==> config.mk <==
export PLATFORM = sky130hd
export DESIGN_NAME = pipe_stage_reg
export DESIGN_NICKNAME = d
export VERILOG_FILES = /design/src/rtl/pipe_stage_reg.sv
export SDC_FILE = /design/constraint.sdc
export NUM_CORES = 1
export LEC_CHECK = 0
export ABC_AREA = 1
export BUFFER_PORTS_ARGS = -buffer_cell sky130_fd_sc_hd__buf_2
export CAP_MARGIN = 25
export CORE_UTILIZATION = 50
export DETAILED_ROUTE_END_ITERATION = 10
export PLACE_DENSITY_LB_ADDON = 0.05
export SYNTH_ARGS = -nofsm -noshare
export SYNTH_HDL_FRONTEND = slang
export SYNTH_SLANG_ARGS = --single-unit
==> constraint.sdc <==
create_clock -name clk -period 1.7 [get_ports clk]
set_clock_uncertainty 0.2 [all_clocks]
set_input_delay 0.425 -clock clk [delete_from_list [all_inputs] [get_ports clk]]
set_output_delay 0.425 -clock clk [all_outputs]
set_load 0.005 [all_outputs]
==> src/rtl/pipe_stage_reg.sv <==
// Pipeline stage register with valid/ready handshake, a 2-entry skid buffer and internal next-PC.
// Optional perf counters (stall_cnt, flush_cnt) are built when PIPE_STAGE_PERF_EN is defined.
module pipe_stage_reg #(
    parameter int unsigned               PC_WIDTH     = 32,
    parameter int unsigned               DATA_WIDTH   = 32,
    parameter int unsigned               PC_STEP      = 4,
    parameter logic [PC_WIDTH-1:0]       RESET_PC     = '0,
    parameter logic [DATA_WIDTH-1:0]     BUBBLE_INSTR = '0,
    parameter int unsigned               CNT_WIDTH    = 16
) (
    input  logic                  clk,
    input  logic                  reset_n,
    input  logic                  in_valid,
    output logic                  in_ready,
    input  logic [PC_WIDTH-1:0]   in_pc,
    input  logic [DATA_WIDTH-1:0] in_instr,
    input  logic                  flush,
    input  logic                  stall,
    output logic                  out_valid,
    input  logic                  out_ready,
    output logic [PC_WIDTH-1:0]   out_pc,
    output logic [PC_WIDTH-1:0]   out_pc_next,
    output logic [DATA_WIDTH-1:0] out_instr
`ifdef PIPE_STAGE_PERF_EN
    ,
    output logic [CNT_WIDTH-1:0]  stall_cnt,
    output logic [CNT_WIDTH-1:0]  flush_cnt
`endif
);

    localparam logic [PC_WIDTH-1:0] STEP_L       = PC_WIDTH'(PC_STEP);
    localparam logic [PC_WIDTH-1:0] RESET_PC_NXT = RESET_PC + STEP_L;

    logic                  main_valid_q, main_valid_d;
    logic [PC_WIDTH-1:0]   main_pc_q, main_pc_d;
    logic [PC_WIDTH-1:0]   main_pc_next_q, main_pc_next_d;
    logic [DATA_WIDTH-1:0] main_instr_q, main_instr_d;
    logic                  skid_valid_q, skid_valid_d;
    logic [PC_WIDTH-1:0]   skid_pc_q, skid_pc_d;
    logic [DATA_WIDTH-1:0] skid_instr_q, skid_instr_d;

    logic push;
    logic pop;

    // in_ready depends only on registered state, so out_ready never reaches it combinationally
    assign in_ready = ~skid_valid_q;
    assign push     = in_valid & ~skid_valid_q;
    assign pop      = main_valid_q & out_ready & ~stall;

    always_comb begin
        main_valid_d   = main_valid_q;
        main_pc_d      = main_pc_q;
        main_pc_next_d = main_pc_next_q;
        main_instr_d   = main_instr_q;
        skid_valid_d   = skid_valid_q;
        skid_pc_d      = skid_pc_q;
        skid_instr_d   = skid_instr_q;

        if (flush) begin
            main_valid_d   = 1'b0;
            skid_valid_d   = 1'b0;
            main_pc_d      = RESET_PC;
            main_pc_next_d = RESET_PC_NXT;
            main_instr_d   = BUBBLE_INSTR;
        end else if (pop) begin
            if (skid_valid_q) begin
                main_pc_d      = skid_pc_q;
                main_pc_next_d = skid_pc_q + STEP_L;
                main_instr_d   = skid_instr_q;
                skid_valid_d   = 1'b0;
            end else if (push) begin
                main_pc_d      = in_pc;
                main_pc_next_d = in_pc + STEP_L;
                main_instr_d   = in_instr;
            end else begin
                main_valid_d   = 1'b0;
                main_pc_d      = RESET_PC;
                main_pc_next_d = RESET_PC_NXT;
                main_instr_d   = BUBBLE_INSTR;
            end
        end else if (push) begin
            if (!main_valid_q) begin
                main_valid_d   = 1'b1;
                main_pc_d      = in_pc;
                main_pc_next_d = in_pc + STEP_L;
                main_instr_d   = in_instr;
            end else begin
                skid_valid_d   = 1'b1;
                skid_pc_d      = in_pc;
                skid_instr_d   = in_instr;
            end
        end
    end

    always_ff @(posedge clk or negedge reset_n) begin
        if (!reset_n) begin
            main_valid_q   <= 1'b0;
            main_pc_q      <= RESET_PC;
            main_pc_next_q <= RESET_PC_NXT;
            main_instr_q   <= BUBBLE_INSTR;
            skid_valid_q   <= 1'b0;
            skid_pc_q      <= RESET_PC;
            skid_instr_q   <= BUBBLE_INSTR;
        end else begin
            main_valid_q   <= main_valid_d;
            main_pc_q      <= main_pc_d;
            main_pc_next_q <= main_pc_next_d;
            main_instr_q   <= main_instr_d;
            skid_valid_q   <= skid_valid_d;
            skid_pc_q      <= skid_pc_d;
            skid_instr_q   <= skid_instr_d;
        end
    end

    assign out_valid   = main_valid_q;
    assign out_pc      = main_pc_q;
    assign out_pc_next = main_pc_next_q;
    assign out_instr   = main_instr_q;

`ifdef PIPE_STAGE_PERF_EN
    logic [CNT_WIDTH-1:0] stall_cnt_q, stall_cnt_d;
    logic [CNT_WIDTH-1:0] flush_cnt_q, flush_cnt_d;

    // Both counters saturate at all-ones rather than wrapping
    always_comb begin
        stall_cnt_d = stall_cnt_q;
        flush_cnt_d = flush_cnt_q;
        if (main_valid_q && !pop && (stall_cnt_q != '1))
            stall_cnt_d = stall_cnt_q + 1'b1;
        if (flush && (main_valid_q || skid_valid_q) && (flush_cnt_q != '1))
            flush_cnt_d = flush_cnt_q + 1'b1;
    end

    always_ff @(posedge clk or negedge reset_n) begin
        if (!reset_n) begin
            stall_cnt_q <= '0;
            flush_cnt_q <= '0;
        end else begin
            stall_cnt_q <= stall_cnt_d;
            flush_cnt_q <= flush_cnt_d;
        end
    end

    assign stall_cnt = stall_cnt_q;
    assign flush_cnt = flush_cnt_q;
`endif

endmodule

==> results.toml <==
[final_layout]
areaGrowthSynthToFinish_pct = 51.3
drive_gt1_share_pct = 44.9
n_antenna_cell = 0
layout.nets = 1436

[clocking]
cts.htree.levels = 4
clkTransAtPathRegs_ns = 0.07
cts_buffer_depth = 2
cts_sinks = 160
clk_latency_ns = 0.44
cts-root-buf = "clkbuf_16"
cts-buffers-inserted = 17
cts_tree = "yes"

[detailed_routing]
dr_wl_met2_um = 15200
drc = 0
wl_met1_um = 11300
via_per_inst = 5.65
vias = 9021
first_pass_iters = 5
final_antenna_net_count = 0
drt_first_iter_violations = 644
met3_length_um = 2070
highest_layer = "met4"
wire_per_inst_um = 18.8
routed_wl_um = 30100

[sta]
whs_ns = 0.0315
finalSetupTns_ns = -5.05
worst_pin_slew_ns = 0.301
fmax_mhz = 542
drv_slew = 0
setup_slack_ns = -0.145
slew_headroom_pct = 79.8
finalSetupViolations = 100
fin_crit_ns = 1.84
hold_viol_final = 0
layout_worst_path_cycle_share_pct = 109
rsz0062_at_grt = "yes"

[power]
swShare_pct = 33.4
clkPwrFrac_pct = 31.7
vdd.ir_drop.worst_mv = 0.837
power.switching_mw = 4.04
pwr-share-comb_pct = 26.9
p_per_area_nw_per_um2 = 951
p_seq_share_pct = 41.3
p_total_mw = 12.1
internal-power_mw = 8.06
p_leak_nw = 6.28

[min_path]
holdCritPathClass = "in -> reg"

[placement]
gp_congestion = 0.955
dpl.hpwl_um = 19600
port_buffers = 167
dp_slack_ns = -0.333

[global_route]
grt_pass1_vias = 8744
grt_pass1_wl_um = 43800
grtUsageTotal_pct = 32.3
grt_max_degree = 51
antenna_found_initial = 0
grt-ovfl-total = 0

[status]
outcome = "complete, but fails checks"
failed_checks = "setup timing"

[floorplan]
dieArea_um2 = 17300
top_level_ports = 168
core_um2 = 16500
die_x_um = 132
fp-row-count = 47
die_h_um = 132
start_util_pct = 50.9

[logic_synthesis]
yosysTopAreaCellShare_pct = 47.3
syn-num-nets = 1097
ys.warnings.count = 0
syn_area_um2 = 8410
async_reset_ff_share_pct = 100
synth.avg_cell_area_um2 = 8.20
synth_ff_type = "dfrtp_1"
yosysTopAreaCell = "dfrtp_1"
postSynthCellCount = 1025
ys_types = 35
yosysSeqAreaShare_pct = 47.6
synth-seq-cells = 160
synth.area.top_cells = "dfrtp_1, nand2_1, mux2_2"
synth-edff-count = 0

[worst_setup_path]
start_kind = "register"
worstPathMaxFanout = 6
required_ns = 1.88
worstPathArrival_ns = 2.02
criticalPathCategory = "reg -> reg"
setup.worst_path.end_class = "register"

[job]
max_cap_violations = 0
[final timing paths]
| path | from | end | slack [ns] | cells past startpoint |
|---|---|---|---|---|
| worst min-delay path | in_instr[4] | skid_instr_q[4]$_DFFE_PN0P_ | 0.03 | 2 |
| worst max register to register | skid_pc_q[2]$_DFFE_PN0P_ | out_pc_next[16]$_DFFE_PN0P_ | -0.14 | 9 |
| worst max-delay path | skid_pc_q[2]$_DFFE_PN0P_ | out_pc_next[16]$_DFFE_PN0P_ | -0.14 | 9 |
| max in group asynchronous | reset_n | out_pc_next[2]$_DFFE_PN1P_ | 0.53 | 3 |
| worst min register to register | out_pc_next[14]$_DFFE_PN0P_ | out_pc_next[14]$_DFFE_PN0P_ | 0.28 | 2 |
| min in group asynchronous | reset_n | out_pc_next[20]$_DFFE_PN0P_ | 0.19 | 2 |
[flip-flops by register name, summed over array words and instances, names as in the netlist]
| name | flops |
|---|---|
| skid_instr_q | 32 |
| skid_valid_q | 1 |
| out_pc | 32 |
| skid_pc_q | 32 |
| out_instr | 32 |
| out_valid | 1 |
| out_pc_next | 30 |
[layout by cell type (no fill, tap or decap), types with 5 or more instances in the layout]
cell type  Yosys  routed
buf_8          0       8
nor2_2         4      17
xor2_1        10      10
a22oi_2        0      25
o22ai_2        0       8
buf_4          8     147
inv_2          3       5
buf_2         30     163
mux2_2        38      38
o22ai_1       23      14
o21ai_0       53      19
nand2_1      313     275
dfrtp_2        0       6
buf_12         0      25
a22oi_1       40      15
clkbuf_16      0      25
nand2_4        0      16
a22o_1        29      29
clkinv_8       0       5
nand2_2        2      24
buf_6          0      17
o21ai_2        0      31
a21oi_1       12       9
inv_1         74      68
nand3_1       54      46
nor2_1        75      50
nand3_2        2       8
o21ai_1       48      51
nand4_1       10      10
nor2_4         6      18
dfrtp_1      159     153
[timing repair]
| action | CTS | global route |
|---|---|---|
| hold endpoints to repair | 159 | 0 |
| endpoints found under the setup margin | 75 | 132 |
| gates cloned | 0 | 12 |
| hold buffers | 1 | 0 |
| pin swaps | 16 | 19 |
| gates resized for setup | 46 | 208 |
| setup buffers | 13 | 13 |
[cell usage after synthesis, types with 2 or more instances]
| master | number |
|---|---|
| a21oi_1 | 12 |
| a22o_1 | 29 |
| a22oi_1 | 40 |
| a31oi_1 | 2 |
| buf_2 | 30 |
| buf_4 | 8 |
| clkbuf_1 | 11 |
| dfrtp_1 | 159 |
| ha_1 | 2 |
| inv_1 | 74 |
| inv_2 | 3 |
| mux2_2 | 38 |
| nand2_1 | 313 |
| nand2_2 | 2 |
| nand3_1 | 54 |
| nand3_2 | 2 |
| nand4_1 | 10 |
| nor2_1 | 75 |
| nor2_2 | 4 |
| nor2_4 | 6 |
| nor3_1 | 7 |
| o21ai_0 | 53 |
| o21ai_1 | 48 |
| o22ai_1 | 23 |
| xor2_1 | 10 |
[per-layer routing]
metal  GRT usage (%)  up-vias
met5               0        -
met4            15.8        0
met3            7.37      107
met2            55.5      398
met1            37.9     4389
li1                -     4127
[through the flow]
| step | cells | util, % | area, um^2 |
|---|---|---|---|
| 3_5_place_dp | 1527 | 65.5 | 10800 |
| 6_report | 1597 | 77.0 | 12700 |
| 5_1_grt | 1597 | 77.0 | 12700 |
| 4_1_cts | 1573 | 70.7 | 11700 |
| 3_3_place_gp | 1527 | 65.5 | 10800 |
| 2_1_floorplan | 1025 | - | 8470 |
[area by class of cell]
| cell class | instances | area, um^2 |
|---|---|---|
| sequential | 160 | 4010 |
| multi-input combinational | 739 | 4590 |
| clock buffer | 17 | 425 |
| fill | 1191 | 3810 |
| timing repair buffer | 369 | 2940 |
| clock inverter | 15 | 174 |
| inverter | 77 | 300 |
| tap | 220 | 275 |
[cells by family (layout without fill, tap and decap cells)]
family | Yosys count | count (layout) | share of synthesized area, %
AOI/OAI and AO/OA | 209 | 209 | 15.5
xor gates and xnor gates | 10 | 10 | 1.04
adders and majority gates | 2 | 2 | 0.298
buffers and inverters | 126 | 478 | 6.43
DFF | 160 | 160 | 47.6
muxes | 38 | 38 | 5.09
and+or+nand+nor | 480 | 480 | 24.0
[power by group through the flow]
stage | Sequential, mW | Combinational, mW | Clock (mW)
2_1_floorplan | 4.94 | 1.20 | 0
3_3_place_gp | 4.95 | 2.53 | 0
3_5_place_dp | 4.97 | 2.60 | 0
4_1_cts | 4.92 | 2.73 | 3.88
5_1_grt | 5.06 | 3.52 | 4.03
6_report | 5.00 | 3.26 | 3.84
[worst max-delay path, stage by stage, from the launching register on]
cell     delay [ns]
dfrtp_1        0.43
ha_4           0.18
nand3_4        0.08
nor2_4         0.17
nand3_4        0.16
buf_4          0.18
xor2_1         0.13
o21ai_1        0.13
nand2_1        0.07
nand2_1        0.05
(Power assumes the default switching activity.)
